File: config.mk
export PLATFORM = sky130hd
export DESIGN_NAME = fact_accel_core
export DESIGN_NICKNAME = d
export VERILOG_FILES = /design/src/rtl/fact_accel_core.sv
export SDC_FILE = /design/constraint.sdc
export NUM_CORES = 1
export LEC_CHECK = 0
export ABC_AREA = 1
export ABC_CLOCK_PERIOD_IN_PS = 3900
export BUFFER_PORTS_ARGS = -buffer_cell sky130_fd_sc_hd__buf_4
export CORE_MARGIN = 4
export CORE_UTILIZATION = 25
export CTS_CLUSTER_DIAMETER = 40
export DETAILED_ROUTE_END_ITERATION = 8
export SLEW_MARGIN = 15
export SYNTH_ARGS = -nofsm -noshare
export SYNTH_HDL_FRONTEND = slang
export SYNTH_SLANG_ARGS = --single-unit
File: constraint.sdc
create_clock -name clk -period 3.9 [get_ports clk]
set_input_delay 0.39 -clock clk [delete_from_list [all_inputs] [get_ports clk]]
set_output_delay 0.39 -clock clk [all_outputs]
set_load 0.01 [all_outputs]
File: src/rtl/fact_accel_core.sv
// Memory-mapped iterative factorial accelerator: one 32x4 multiply step per
// cycle, with CTRL/STATUS/N/RESULT registers and a level done interrupt.
module fact_accel_core #(
    parameter int MAX_N = 12,
    parameter int N_W   = 4
) (
    input  logic        clk,
    input  logic        rst,
    input  logic        we,
    input  logic [1:0]  addr,
    input  logic [31:0] wd,
    output logic [31:0] rd,
    output logic        done_int
);

    localparam logic [1:0] ADDR_CTRL   = 2'd0;
    localparam logic [1:0] ADDR_STATUS = 2'd1;
    localparam logic [1:0] ADDR_N      = 2'd2;
    localparam logic [1:0] ADDR_RESULT = 2'd3;

    localparam logic [N_W-1:0] MAX_N_L = N_W'(MAX_N);
    localparam logic [N_W-1:0] ONE_N   = N_W'(1);

    typedef enum logic [1:0] {
        IDLE = 2'd0,
        BUSY = 2'd1,
        DONE = 2'd2
    } state_t;

    state_t          state;
    state_t          state_nxt;

    logic [N_W-1:0]  n_reg;
    logic [N_W-1:0]  cnt;
    logic [31:0]     result;
    logic            done;
    logic            err;
    logic            busy;

    logic            ctrl_wr;
    logic            n_wr;
    logic            start;
    logic            reject;
    logic            clear;
    logic            step;
    logic            finish;

    // Only the low operand/control bits of the write bus are meaningful.
    logic            wd_hi_unused;

    // Product of the running result and a 4-bit factor, kept to 32 bits;
    // operands up to MAX_N never overflow.
    function automatic logic [31:0] mul_step(input logic [31:0] acc,
                                             input logic [N_W-1:0] factor);
        return acc * {{(32-N_W){1'b0}}, factor};
    endfunction

    assign wd_hi_unused = ^wd[31:N_W];

    assign busy     = (state == BUSY);
    assign done_int = done;
    assign ctrl_wr  = we && (addr == ADDR_CTRL);
    assign n_wr     = we && (addr == ADDR_N) && (state != BUSY);

    always_ff @(posedge clk or posedge rst) begin
        if (rst) begin
            state <= IDLE;
        end else begin
            state <= state_nxt;
        end
    end

    // go takes priority over clr; control writes are ignored while busy.
    always_comb begin
        state_nxt = state;
        start     = 1'b0;
        reject    = 1'b0;
        clear     = 1'b0;
        step      = 1'b0;
        finish    = 1'b0;
        case (state)
            IDLE, DONE: begin
                if (ctrl_wr && wd[0]) begin
                    if (n_reg > MAX_N_L) begin
                        reject    = 1'b1;
                        state_nxt = DONE;
                    end else begin
                        start     = 1'b1;
                        state_nxt = BUSY;
                    end
                end else if (ctrl_wr && wd[1]) begin
                    clear     = 1'b1;
                    state_nxt = IDLE;
                end
            end
            BUSY: begin
                if (cnt <= ONE_N) begin
                    finish    = 1'b1;
                    state_nxt = DONE;
                end else begin
                    step      = 1'b1;
                end
            end
            default: begin
                state_nxt = IDLE;
            end
        endcase
    end

    always_ff @(posedge clk or posedge rst) begin
        if (rst) begin
            n_reg  <= '0;
            cnt    <= '0;
            result <= '0;
            done   <= 1'b0;
            err    <= 1'b0;
        end else begin
            if (n_wr) begin
                n_reg <= wd[N_W-1:0];
            end
            if (start) begin
                result <= 32'd1;
                cnt    <= n_reg;
                done   <= 1'b0;
                err    <= 1'b0;
            end
            if (reject) begin
                result <= '0;
                err    <= 1'b1;
                done   <= 1'b1;
            end
            if (clear) begin
                done <= 1'b0;
                err  <= 1'b0;
            end
            if (step) begin
                result <= mul_step(result, cnt);
                cnt    <= cnt - ONE_N;
            end
            if (finish) begin
                done <= 1'b1;
            end
        end
    end

    always_comb begin
        rd = '0;
        case (addr)
            ADDR_CTRL:   rd = '0;
            ADDR_STATUS: rd = {29'd0, busy, err, done};
            ADDR_N:      rd = {{(32-N_W){1'b0}}, n_reg};
            ADDR_RESULT: rd = result;
            default:     rd = '0;
        endcase
    end

endmodule
; ---- After elaboration in Yosys (flattened, before gate mapping)
; Index checks and enable logic that the tools add are counted.
[totals]
register_bits = 44
latchBits = 0
ramBits = 0
romBits = 0
inputBits = 37
out_inout_bits = 33
wordCells = 59
memories = 0
[classes]
n_addsub = 1
mul = 1
div_mod_pow = 0
order_cmp = 2
eq_ne = 8
shift = 0
mux = 28
n_bitwise = 0
reduce_logical = 13
[ops]
columns = op, n
row1 = one-hot mux 32 bit (4 select lines), 1
row2 = two-way mux 32 bit, 3
row3 = multiplier 32 x 4 -> 32 bit, 1
row4 = two-way mux 1 bit, 17
row5 = two-way mux 2 bit, 4
row6 = two-way mux 4 bit, 2
row7 = "== test 2 bit, second input constant", 3
row8 = nonzero test 3 bit, 2
row9 = logical AND 1 bit, 5
row10 = "== test 2 x 1 -> 1 bit, second input constant", 2
row11 = "greater-than comparator 4 bit, second input constant", 1
row12 = "<= comparator 4 x 1 -> 1 bit, second input constant", 1
row13 = logical NOT 2 bit, 2
row14 = "!= test 2 x 1 -> 1 bit, second input constant", 2
row15 = one-hot mux 2 bit (2 select lines), 1
row16 = nonzero test 4 bit, 1
row17 = "subtractor 4 x 1 -> 4 bit, second input constant", 1
row18 = "!= test 3 bit, second input constant", 1
row19 = AND reduction 2 bit, 1
row20 = nonzero test 2 bit, 1
row21 = OR reduction 2 bit, 1

; ---- Depth between registers and ports, before layout
[depth]
depth_word = 9
mapped_depth = 21
depth_no_buf = 18

; ---- Worst setup path before layout
; OpenSTA, ideal clock, no wires.
[synth_path]
path_kind = reg-to-reg
from = register cnt[3]
to = register result[26]
setup_time_ns = 0.117
arrival_time_ns = 3.251
t_required_ns = 3.783
slack_ns = 0.532
stages_incl_launch_ff = 19
n_path_buf = 3
synth_period_minus_slack_ns = 3.368
path_cell_list = dfrtp_1 > buf_2 > buf_2 > buf_1 > nand2_1 > fa_1 > fa_1 > inv_1 > fa_1 > nand3_1 > nand3_2 > nand2_1 > nand2_2 > nand2_1 > nand2_2 > nand2_1 > nand3_1 > nand3_1 > nand2_1
[synth_between]
elab_chain_len = 4
word_cells_on_any_way = 6
cone_classes = mul (1) / order compare (1) / mux (3) / reduce/logical (1)
[synth_rtl]
columns = element, line_no
row1 = start: declaration, 34  ; logic [N_W-1:0] cnt;
row2 = start signal: assignment, 123  ; cnt <= n_reg;
row3 = start signal: assignment, 138  ; cnt <= cnt - ONE_N;
row4 = branches (longest 4 deep; another with multiplier 32 x 4 -> 32 bit), n/a
row5 = end signal: assignment, 137  ; result <= mul_step(result, cnt);
row6 = end: declaration, 35  ; logic [31:0] result;
; Several ways; the timed one is not identified.
; A chain may end at the register's enable or synchronous reset.

; ---- Final worst setup path
[layout_path]
from = register cnt[3]
to = register result[30]
; Same word-level chain as after synthesis.

==> impl_metrics.yaml <==
die:
  dieArea_um2: 29900
  die_w_um: 173
  io_pins: 70
  coreArea_um2: 26900
  dieHeight_um: 173
  start_util: 0.253
  rows: 60
place:
  io_buffers: 41
  dpl_cell_area_um2: 7480
  dp_hpwl_mm: 13.8
  gp_congestion: 0.912
route:
  initialDrtViolationCount: 315
  viasPerCell: 4.16
  drc: 0
  finalWirelength_mm: 17.0
  drt_first_pass_iters: 4
  drtAntennaViolNets: 0
  wire_per_inst_um: 11.5
  vias: 6156
clocking:
  htree_num_levels: 2
  postCtsResizedCells: 0
  cts_buffers: 5
  cts-root-buf: "clkbuf_16"
  cts.clk_slew.worst_paths_ns: 0.06
  worst_skew_pair.late_latency_ns: 0.30
  hold_buffers: 0
  tritoncts: "yes"
  clock-sinks: 44
  post_cts_buffers: 0
  clockBufferDepth: 2
worst_setup_path:
  worst-path-max-fanout: 14
  crit_chain: "buf_4 -> nand2_1 -> inv_1 -> fa_1 -> inv_1 -> fa_1 -> inv_1 -> ha_1 -> nand2_1 -> inv_1 -> a21oi_1 -> nand2_1 -> a21oi_1 -> nand3_1 -> nand3_1 -> nand2_1"
  start_kind: "register"
  crit_arrival_ns: 3.61
  path_delay_family: "adder cells"
  cp-end-kind: "register"
  path_class: "register to register"
  critPathSlowestCell: "fa_1"
  critPathMaxStageDelay_ns: 0.54
  worst-path-buf-inv: 5
  required_ns: 4.09
cells_and_area:
  nets: 1268
  antenna_cells: 0
  drive_gt1_frac: 0.106
  area_growth_pct: 12.9
  finalInstanceArea_um2: 7670
  largest_reg_flops: 32
synthesis:
  syn_area_per_cell_um2: 6.14
  yosys_warnings: 0
  ys_ff_latch: 44
  ys_top_cells_by_count: "nand2_1 (351), inv_1 (331), nor2_1 (74), fa_1 (57), nand3_1 (46)"
  synth_top_cell_by_area: "nand2_1"
  netlist_area_um2: 6790
  yosys.area.top_type_share: 0.194
  async_reset_ff_frac: 1.00
  syn-num-nets: 1235
  synth-seq-area-share: 0.162
  synthCells: 1107
  synth_edf_count: 0
  synth_flop_cell: "dfrtp_1"
  yosysMostFrequentCell: "nand2_1"
  synth_area_leaders: "nand2_1 (19%), inv_1 (18%), fa_1 (17%), dfrtp_1 (16%), ha_1 (6.3%)"
  synth.distinct_cells: 39
sta:
  skew_ns: 0.00643
  setup_tns_ns: 0
  finalCritPeriodShare: 0.877
  report.final.slew_viol_count: 0
  hold_violations: 0
  setup_viol: 0
  period_needed_ns: 3.42
  rsz0062_at_grt: "no"
  fmax_ghz: 0.292
  slew_headroom: 0.427
  tightest_slew_ns: 0.860
global_route:
  grt_util_all_layers: 0.117
  antenna_found_initial: 0
  grt_pass1_wl_mm: 29.8
  grt_max_degree: 45
  grt_overflow: 0
  grt_pass1_vias: 6255
pwr:
  ir_drop_v: 0.000207
  total_leakage_power_nw: 4.82
  powerDensity_nw_per_um2: 468
run:
  maxCapViolCount: 0
min_path:
  min_path_type: "primary input to asynchronous set/reset pin"
outcome:
  status: "finished clean"
-- placed cells by master, fill, tap and decap left out, types with 4 or more instances in the layout --
cell type,n
a21oi_1,29
ha_1,34
fa_1,57
nand3_2,5
inv_1,330
o21ai_0,17
inv_2,10
nor2_2,9
nand3_1,46
nand2_1,351
buf_4,50
o22ai_2,4
nor2_1,74
o21ai_2,5
nand2_2,19
o21ai_1,16
dfrtp_1,44
clkbuf_16,5
-- path summary, 6_finish.rpt --
kind,start,slack [ns],to,cells after the start
worst max register to register,cnt[3],0.48,result[30],16
worst min-delay path,rst,0.24,result[30],2
min in group clk,wd[3],0.34,n_reg[3],3
worst max-delay path,cnt[3],0.48,result[30],16
max in group asynchronous,rst,3.15,result[10],2
worst min register to register,result[31],0.55,result[31],2
-- per-layer routing --
| metal | wire (um) | global-route usage | vias up | share of wire |
|---|---|---|---|---|
| li1 | - | - | 3231 | - |
| met2 | 7990 | 0.201 | 61 | 0.47 |
| met3 | 367 | 0.0160 | 9 | 0.022 |
| met5 | 0 | 0 | - | 0 |
| met1 | 8500 | 0.160 | 2855 | 0.50 |
| met4 | 126 | 0.0206 | 0 | 0.0074 |
-- report_power, final --
group	internal [mW]	leakage [nW]	switching, mW
sequential	0.628	0.588	0.231
combinational	0.751	4.14	1.42
clock	0.364	0.0899	0.197
total	1.74	4.82	1.84
-- final cells by class --
type / instances / area (um2)
flip-flops and latches: 44 / 1100
clock inverters: 2 / 60.1
clock buffers: 5 / 125
repair buffers: 51 / 395
fillers: 3004 / 19200
well taps: 341 / 427
multi-input cells: 697 / 4280
inverters: 341 / 1280
-- per-stage QoR --
| stage | hold slack [ns] | util | instances | total power, mW | setup slack [ns] |
|---|---|---|---|---|---|
| 2_1_floorplan | 0.490 | - | 1107 | 2.45 | 0.532 |
| 3_3_place_gp | 0.518 | 0.278 | 1474 | 3.01 | 0.546 |
| 3_5_place_dp | 0.526 | 0.278 | 1474 | 3.06 | 0.511 |
| 4_1_cts | 0.329 | 0.285 | 1481 | 3.64 | 0.492 |
| 5_1_grt | 0.316 | 0.285 | 1481 | 4.01 | 0.212 |
| 6_report | 0.238 | 0.285 | 1481 | 3.59 | 0.478 |
-- kinds of logic (layout without fill, tap and decap cells) --
logic type | count (synthesis) | count (layout) | synth area share
and+or+nand+nor | 517 | 517 | 0.318
buffers and inverters | 366 | 399 | 0.208
AOI/OAI and AO/OA | 84 | 84 | 0.0748
adders and majority gates | 91 | 91 | 0.231
DFF | 44 | 44 | 0.162
xor gates and xnor gates | 5 | 5 | 0.00645
Power figures use the tool's default switching activity.
